[src/rtl/cpu_pkg.sv]
// Shared definitions for the CPU front end: fetch state encoding, fault codes
// and PC stepping constants.
package cpu_pkg;

    typedef enum logic [2:0] {
        ST_IDLE   = 3'd0,
        ST_FETCH  = 3'd1,
        ST_WAIT   = 3'd2,
        ST_DECODE = 3'd3,
        ST_EXEC   = 3'd4,
        ST_FAULT  = 3'd5
    } fetch_state_t;

    localparam logic [1:0]  FLT_NONE    = 2'd0;
    localparam logic [1:0]  FLT_ODDPC   = 2'd1;
    localparam logic [1:0]  FLT_TIMEOUT = 2'd2;

    localparam logic [15:0] PC_STEP          = 16'd2;
    localparam logic [15:0] DEFAULT_RESET_PC = 16'h0000;

endpackage

[src/rtl/instruction_fetch_if.sv]
// Program memory read port: the fetch stage drives address and request,
// memory answers with ready and data.
interface instruction_fetch_if;

    logic [15:0] MAR;
    logic        MemRd;
    logic        MemRdy;
    logic [15:0] MemData;

    modport master (output MAR, MemRd, input MemRdy, MemData);
    modport slave  (input MAR, MemRd, output MemRdy, MemData);

endinterface

[src/rtl/fetch_timeout_counter.sv]
// Counts WAIT cycles without MemRdy; tc flags the cycle that would be the
// MEM_TIMEOUT-th such cycle.
module fetch_timeout_counter #(
    parameter int MEM_TIMEOUT = 15
) (
    input  logic Clock,
    input  logic nReset,
    input  logic clear,
    input  logic enable,
    output logic tc
);

    localparam logic [7:0] TC_VALUE = 8'(MEM_TIMEOUT - 1);

    logic [7:0] count;

    always_ff @(posedge Clock or negedge nReset) begin
        if (!nReset) begin
            count <= 8'd0;
        end else if (clear) begin
            count <= 8'd0;
        end else if (enable) begin
            count <= count + 8'd1;
        end
    end

    assign tc = (count == TC_VALUE);

endmodule

[src/rtl/instruction_fetch.sv]
// Instruction fetch stage: owns the PC, reads one word per instruction and
// hands it to the decoder with a single-cycle E strobe.
//
// state  | meaning
// IDLE   | parked, waiting for Run
// FETCH  | check PC alignment, launch the memory read
// WAIT   | read outstanding, watching MemRdy and the timeout
// DECODE | E high for one cycle, PC advances
// EXEC   | instruction in flight, waiting for ExDone / PCLd
// FAULT  | parked on odd PC or timeout until an even PCLd
module instruction_fetch
    import cpu_pkg::*;
#(
    parameter logic [15:0] RESET_PC    = DEFAULT_RESET_PC,
    parameter int          MEM_TIMEOUT = 15
) (
    input  logic                       Clock,
    input  logic                       nReset,
    input  logic                       Run,
    input  logic                       ExDone,
    input  logic                       PCLd,
    input  logic [15:0]                PCNew,
    instruction_fetch_if.master        mem,
    output logic [15:0]                Instr,
    output logic                       E,
    output logic [15:0]                PC,
    output logic                       FLT,
    output logic [1:0]                 FltCode
);

    fetch_state_t state, state_nxt;

    logic [15:0] pc_q, pc_nxt;
    logic [15:0] mar_q, mar_nxt;
    logic [15:0] instr_q, instr_nxt;
    logic        rd_q, rd_nxt;
    logic        e_q, e_nxt;
    logic        flt_q, flt_nxt;
    logic [1:0]  code_q, code_nxt;
    logic        tmo_clr, tmo_en, tmo_tc;

    fetch_timeout_counter #(
        .MEM_TIMEOUT (MEM_TIMEOUT)
    ) u_timeout (
        .Clock  (Clock),
        .nReset (nReset),
        .clear  (tmo_clr),
        .enable (tmo_en),
        .tc     (tmo_tc)
    );

    always_ff @(posedge Clock or negedge nReset) begin
        if (!nReset) begin
            state   <= ST_IDLE;
            pc_q    <= RESET_PC;
            mar_q   <= RESET_PC;
            instr_q <= 16'h0000;
            rd_q    <= 1'b0;
            e_q     <= 1'b0;
            flt_q   <= 1'b0;
            code_q  <= FLT_NONE;
        end else begin
            state   <= state_nxt;
            pc_q    <= pc_nxt;
            mar_q   <= mar_nxt;
            instr_q <= instr_nxt;
            rd_q    <= rd_nxt;
            e_q     <= e_nxt;
            flt_q   <= flt_nxt;
            code_q  <= code_nxt;
        end
    end

    always_comb begin
        state_nxt = state;
        pc_nxt    = pc_q;
        mar_nxt   = mar_q;
        instr_nxt = instr_q;
        rd_nxt    = rd_q;
        e_nxt     = 1'b0;
        flt_nxt   = flt_q;
        code_nxt  = code_q;
        tmo_clr   = 1'b0;
        tmo_en    = 1'b0;

        case (state)
            ST_IDLE: begin
                if (Run) state_nxt = ST_FETCH;
            end
            ST_FETCH: begin
                if (pc_q[0]) begin
                    flt_nxt   = 1'b1;
                    code_nxt  = FLT_ODDPC;
                    state_nxt = ST_FAULT;
                end else begin
                    mar_nxt   = pc_q;
                    rd_nxt    = 1'b1;
                    tmo_clr   = 1'b1;
                    state_nxt = ST_WAIT;
                end
            end
            ST_WAIT: begin
                // Data arriving on the terminal cycle beats the timeout.
                if (mem.MemRdy) begin
                    instr_nxt = mem.MemData;
                    rd_nxt    = 1'b0;
                    e_nxt     = 1'b1;
                    state_nxt = ST_DECODE;
                end else if (tmo_tc) begin
                    rd_nxt    = 1'b0;
                    flt_nxt   = 1'b1;
                    code_nxt  = FLT_TIMEOUT;
                    state_nxt = ST_FAULT;
                end else begin
                    tmo_en = 1'b1;
                end
            end
            ST_DECODE: begin
                pc_nxt    = pc_q + PC_STEP;
                state_nxt = ST_EXEC;
            end
            ST_EXEC: begin
                if (PCLd)   pc_nxt    = PCNew;
                if (ExDone) state_nxt = Run ? ST_FETCH : ST_IDLE;
            end
            ST_FAULT: begin
                rd_nxt = 1'b0;
                if (PCLd && !PCNew[0]) begin
                    pc_nxt    = PCNew;
                    flt_nxt   = 1'b0;
                    code_nxt  = FLT_NONE;
                    state_nxt = ST_IDLE;
                end
            end
            default: begin
                state_nxt = ST_IDLE;
            end
        endcase
    end

    assign mem.MAR   = mar_q;
    assign mem.MemRd = rd_q;
    assign Instr     = instr_q;
    assign E         = e_q;
    assign PC        = pc_q;
    assign FLT       = flt_q;
    assign FltCode   = code_q;

endmodule

[src/flat_wrapper.sv]
// flat-port wrapper written by rule: the top's interface ports become plain ports
module instruction_fetch_flat import cpu_pkg::*;
#(
    parameter logic [15:0] RESET_PC    = DEFAULT_RESET_PC,
    parameter int          MEM_TIMEOUT = 15
)
  (Clock, nReset, Run, ExDone, PCLd, PCNew, Instr, E, PC, FLT, FltCode, mem_MAR, mem_MemRd, mem_MemRdy, mem_MemData);
  instruction_fetch_if mem_i ();
  input  logic Clock;
  input  logic nReset;
  input  logic Run;
  input  logic ExDone;
  input  logic PCLd;
  input  logic [15:0] PCNew;
  output logic [15:0] Instr;
  output logic E;
  output logic [15:0] PC;
  output logic FLT;
  output logic [1:0] FltCode;
  output wire logic [$bits(mem_i.MAR)-1:0] mem_MAR;
  output wire logic [$bits(mem_i.MemRd)-1:0] mem_MemRd;
  input wire logic [$bits(mem_i.MemRdy)-1:0] mem_MemRdy;
  input wire logic [$bits(mem_i.MemData)-1:0] mem_MemData;
  assign mem_MAR = mem_i.MAR;
  assign mem_MemRd = mem_i.MemRd;
  assign mem_i.MemRdy = mem_MemRdy;
  assign mem_i.MemData = mem_MemData;
  instruction_fetch #(.RESET_PC(RESET_PC), .MEM_TIMEOUT(MEM_TIMEOUT)) u_core (.Clock(Clock), .nReset(nReset), .Run(Run), .ExDone(ExDone), .PCLd(PCLd), .PCNew(PCNew), .mem(mem_i), .Instr(Instr), .E(E), .PC(PC), .FLT(FLT), .FltCode(FltCode));
endmodule
[config.mk]
export PLATFORM = sky130hd
export DESIGN_NAME = instruction_fetch_flat
export DESIGN_NICKNAME = d
export VERILOG_FILES = /design/src/rtl/cpu_pkg.sv /design/src/rtl/instruction_fetch_if.sv /design/src/rtl/fetch_timeout_counter.sv /design/src/rtl/instruction_fetch.sv /design/src/flat_wrapper.sv
export SDC_FILE = /design/constraint.sdc
export NUM_CORES = 1
export LEC_CHECK = 0
export ABC_AREA = 1
export CORE_ASPECT_RATIO = 1.5
export CORE_MARGIN = 2
export CORE_UTILIZATION = 50
export DETAILED_ROUTE_END_ITERATION = 8
export DONT_BUFFER_PORTS = 1
export SLEW_MARGIN = 15
export SYNTH_ARGS = -nofsm -noshare
export SYNTH_HDL_FRONTEND = slang
export SYNTH_SLANG_ARGS = --single-unit
[constraint.sdc]
create_clock -name Clock -period 3.46 [get_ports Clock]
set_clock_uncertainty 0.15 [all_clocks]
set_input_delay 0.173 -clock Clock [delete_from_list [all_inputs] [get_ports Clock]]
set_output_delay 0.173 -clock Clock [all_outputs]
set_load 0.02 [all_outputs]
# Word level (Yosys, flattened, before mapping)
# Index checks and enable logic that the tools add are counted.
# W data, S select, Z words.
[totals] reg_bits=63 inputBits=38 out_inout_bits=53 word_cells=73
[op_classes] n_addsub=2 eq_ne=15 muxes=34 bitwise=1 n_reduce_logical=12
[op_table] operator="$pmux W16 S3" count=1
[op_table] operator="$mux W16" count=2
[op_table] operator="$mux W3" count=6
[op_table] operator="$pmux W3 S6" count=1
[op_table] operator="$add A16 B2 Y16 const B" count=1
[op_table] operator="$mux W8" count=2
[op_table] operator="$mux W1" count=15
[op_table] operator="$ne A2 B2 Y1 const B" count=5
[op_table] operator="$add A8 B1 Y8 const B" count=1
[op_table] operator="$eq A8 B4 Y1 const B" count=1
[op_table] operator="$mux W2" count=4
[op_table] operator="$eq A3 B2 Y1 const B" count=2
[op_table] operator="$eq A3 B3 Y1 const B" count=2
[op_table] operator="$ne A2 B1 Y1 const B" count=3
[op_table] operator="$pmux W1 S3" count=2
[op_table] operator="$pmux W2 S3" count=1
[op_table] operator="$reduce_and A3 Y1" count=2
[op_table] operator="$reduce_bool A3 Y1" count=2
[op_table] operator="$reduce_and A5 Y1" count=1
[op_table] operator="$reduce_and A2 Y1" count=2
[op_table] operator="$reduce_and A4 Y1" count=1
[op_table] operator="$eq A3 B1 Y1 const B" count=1
[op_table] operator="$logic_not A3 Y1" count=1
[op_table] operator="$ne A3 B2 Y1 const B" count=1
[op_table] operator="4 further kinds" count=4

# Depth between registers and ports, before layout
[logic_depth] word_depth=6 mapped_depth=10 ltp_nobuf=9

# Hierarchy
# A second synthesis with hierarchy kept.
[hier_totals] cells_unflattened=431 hier_area_um2=3255.6
[modules_own_cells] mod="instruction_fetch" instances=1 cells_per_inst=372 area_each_um2=2807.7 seq_area_each_um2=1376.3
[modules_own_cells] mod="fetch_timeout_counter" instances=1 cells_per_inst=59 area_each_um2=447.9 seq_area_each_um2=200.2

# Worst setup path before layout
# OpenSTA, ideal clock, no wires.
[synth_path] path_kind="register to register" startpoint="register u_core.pc_q[1], in the netlist u_core.PC[1]" endpoint="register u_core.pc_q[13], in the netlist u_core.PC[13]" setup_ps=117 arrival_ps=1289 required_ps=3193 setup_slack_ps=1905 path_stages_with_launch=9 n_path_buf=0 period_less_slack_ps=1555 cell_sequence="dfrtp_1 > ha_1 > nand3_1 > inv_1 > nand3_1 > nand2_1 > nand3_1 > nand2_1 > nand2_1"
[synth_between] elab_chain_len=2
[synth_rtl] item="from (decl)" line_no="instruction_fetch.sv:33" rtl="logic [15:0] pc_q, pc_nxt;"
[synth_rtl] item="from (signal assigned)" line_no="instruction_fetch.sv:64" rtl="pc_q <= pc_nxt;"
[synth_rtl] item="$add A16 B2 Y16" line_no="instruction_fetch.sv:119" rtl="pc_nxt = pc_q + PC_STEP;"
[synth_rtl] item="$pmux W16 S3" line_no="instruction_fetch.sv:86" rtl="case (state)"
# No other way between the ends.
# A chain may end at the register's enable or synchronous reset.

# Worst setup path after layout
[layout_path] startpoint="register u_core.state[2]" endpoint="register u_core.instr_q[6], in the netlist u_core.Instr[6]"
[layout_between] elab_chain_len=2
[layout_rtl] item="from (decl)" line_no="instruction_fetch.sv:31" rtl="fetch_state_t state, state_nxt;"
[layout_rtl] item="from (signal assigned)" line_no="instruction_fetch.sv:63" rtl="state <= state_nxt;"
[layout_rtl] item="$eq A3 B2 Y1" line_no="instruction_fetch.sv:86"
[layout_rtl] item="$reduce_and A2 Y1 (no line)"
[layout_rtl] item="to (signal assigned)" line_no="instruction_fetch.sv:66" rtl="instr_q <= instr_nxt;"
[layout_rtl] item="to (decl)" line_no="instruction_fetch.sv:35" rtl="logic [15:0] instr_q, instr_nxt;"
# No other way between the ends.

==> metrics.txt <==
fin area 4180 µm²; CP max stage cell dfrtp_1; worst relative slew slack 46.6%; buffers plus inverters on the worst setup path 4; Ant. Diodes 0; Routed Wire Length 8.32 mm; die area 7520 µm²; Initial Util 51.9%; root buf cell clkbuf_8; cells after synthesis 446; grt ovf 0; vias in the first global route 2906; Die Ht 105 µm; grt met3 use 7.55%; Tmin final 2.28 ns; antenna violations before repair 0; Final Setup Violations 0; Hold Crit Class in -> reg; first-pass GRT wire length 13.6 mm; Setup TNS 0 ns; Port-buffer cells 0; Synth top cells by count nand2_1 (177), dfrtp_1 (63), inv_1 (41), nor2_1 (38), nand3_1 (31); total number of vias 3011; H-tree levels 3; final hold vios 0; Pleak 2.17 nW; CTS clock-pin slew for the worst setup and hold paths 0.08 ns; GRT Max-Usage Layer met2; Post-synth ARST share 100%; mapped cell area 3420 µm²; CTS tree yes; max-cap violations 0; worst hold stages 5; CP most frequent cell nand2_1; share of cells above drive strength 1 10.1%; Crit. End Element flip-flop; Top-Level Pins 91; ys flop type dfrtp_1; antenna-violating nets left 0; placer congestion estimate 0.863; hold path endpoint u_core.u_timeout.count[4]$_DFFE_PN0P_; row cnt 36; CP cell instances clkinv_4 > nand3_2 > inv_4 > nand2_4 > inv_2 > nand2_1 > nand2_1 > dlygate4sd3_1; Synth Net Count 487; reg-to-reg startpoint u_core.state[2]$_DFFE_PN0P_; status complete, no violations; CP peak stage delay 0.59 ns; Final Cycle Share 66.0%; maximum net fanout on the critical path 19; largest net degree at the start of global routing 64; Max Fclk 438 MHz; YS warnings 0; total power draw 3.85 mW; Detailed Place HPWL 5.37 mm; CTS max path bufs 2; syn_area_per_cell 7.66 µm²; HP Start mem_MemRdy; worst-margin pin slew 0.798 ns; count leader, synth nand2_1; worst ir drop on vdd 474 µV; unrepaired setup endpoints after global routing no; Reg2Reg Depth 8; count of pins over their slew limit 0; PwrDens 920 nW/µm²; Avg WL per Cell 14.3 µm; cell taking the most area after synthesis dfrtp_1; Synth area leaders dfrtp_1 (46%), nand2_1 (19%), nand3_1 (4.5%); area of placed instances 3390 µm²; Core ar. 6580 µm²; clk_lat worst skew 0.35 ns; DRT Pass-1 Iters 6; M2 GR Usage 39.4%; Via density 5.18; library cells used by synthesis 30; critical path class reg -> reg; die width 71.5 µm; DRT iter0 DRCs 160; sequential share of the synthesized area 46.2%; Critical Path Start Type flip-flop; Post-synth EDFFs 0; cell family with most CP delay buffers and inverters; final net count 541; synthesized flop and latch total 63; GR Util All Layers 23.3%; cts bufs inserted 9; WP data required 3.53 ns; RR Endpoint u_core.Instr[6]$_DFFE_PN0P_; post-synth top area share 46.2%; FF-to-FF setup slack 1.18 ns; Area Overhead vs Synth 22.4%; crit path DAT 2.36 ns; Post-route DRC 0; CTS sink count 63; grt met1 use 27.2%
area by class of cell:
class | instances | area (µm²)
fill | 601 | 2390
sequential | 63 | 1580
multi-input combinational | 324 | 1530
timing repair buffer | 55 | 568
inverter | 47 | 186
clock buffer | 9 | 124
clock inverter | 7 | 97.6
tap | 76 | 95.1
cells in the final DEF, fill, tap and decap left out, types with 3 or more instances in the layout:
master / count
nor2_1: 38
dfrtp_1: 63
inv_1: 41
o21ai_1: 7
nand2_1: 177
o21ai_2: 10
nand3_1: 31
o21ai_0: 20
nand2_4: 5
ha_1: 3
dlygate4sd3_1: 54
nand4_1: 13
clkinv_4: 3
inv_2: 3
nand3_4: 3
nand2_2: 6
clkbuf_8: 9
layer usage:
layer	routed length [µm]	vias up
li1	-	1509
met1	3430	1405
met2	4270	82
met3	467	15
met4	155	0
met5	0	-
worst min-delay path, stage by stage:
cell and delay (ns):
inv_1 0.04, nand2_4 0.07, nor2_4 0.06, nand4_1 0.06
o21ai_0 0.07
registers in the layout (all words and copies together), names as in the netlist:
register / cells
u_core.Instr: 16
u_core.PC: 16
u_core.mem.MAR: 15
u_core.u_timeout.count: 8
u_core.state: 3
u_core.FltCode: 2
u_core.E: 1
u_core.FLT: 1
u_core.mem.MemRd: 1
cells by family after synthesis:
| logic type | synth area share (%) |
|---|---|
| AOI/OAI and AO/OA | 7.11 |
| buffers and inverters | 8.94 |
| adders and majority gates | 1.10 |
| and+or+nand+nor | 36.1 |
| other | 0.110 |
| DFF | 46.2 |
| xor gates and xnor gates | 0.513 |
how the worst max path moves through the flow:
stage | start | end | slack (ns) | depth (start not counted)
after global routing | u_core.state[2]$_DFFE_PN0P_ | u_core.Instr[15]$_DFFE_PN0P_ | 1.06 | 8
after floorplan | u_core.PC[1]$_DFFE_PN0P_ | u_core.PC[13]$_DFFE_PN0P_ | 1.90 | 8
after CTS | u_core.state[2]$_DFFE_PN0P_ | u_core.Instr[9]$_DFFE_PN0P_ | 1.24 | 8
after detailed placement | u_core.state[2]$_DFFE_PN0P_ | u_core.FltCode[1]$_DFFE_PN0P_ | 1.34 | 5
final | u_core.state[2]$_DFFE_PN0P_ | u_core.Instr[6]$_DFFE_PN0P_ | 1.18 | 8
after global placement | u_core.state[2]$_DFFE_PN0P_ | u_core.FLT$_DFFE_PN0P_ | 1.41 | 5
where the power goes:
group	internal (mW)	switching, mW
Sequential	1.03	0.624
Clock	0.406	0.311
Combinational	0.603	0.876
what timing repair did:
action / CTS / global route
buffers inserted: 0 / 0
endpoints found under the setup margin: 0 / 0
hold buffers: 55 / 0
gates resized for setup: 0 / 0
hold endpoints to repair: 98 / 0
per-stage QoR:
step                util (%)  setup WS [ns]  cells  hold slack [ns]
floorplan                  -           1.90    446           -0.273
global placement        51.6           1.41    510           -0.271
detailed placement      51.6           1.34    510           -0.271
CTS                     63.6           1.24    581          0.00913
global route            63.6           1.06    581           0.0446
finish                  63.6           1.18    581           0.0179
Note: power is estimated with default switching activity, not from simulation.
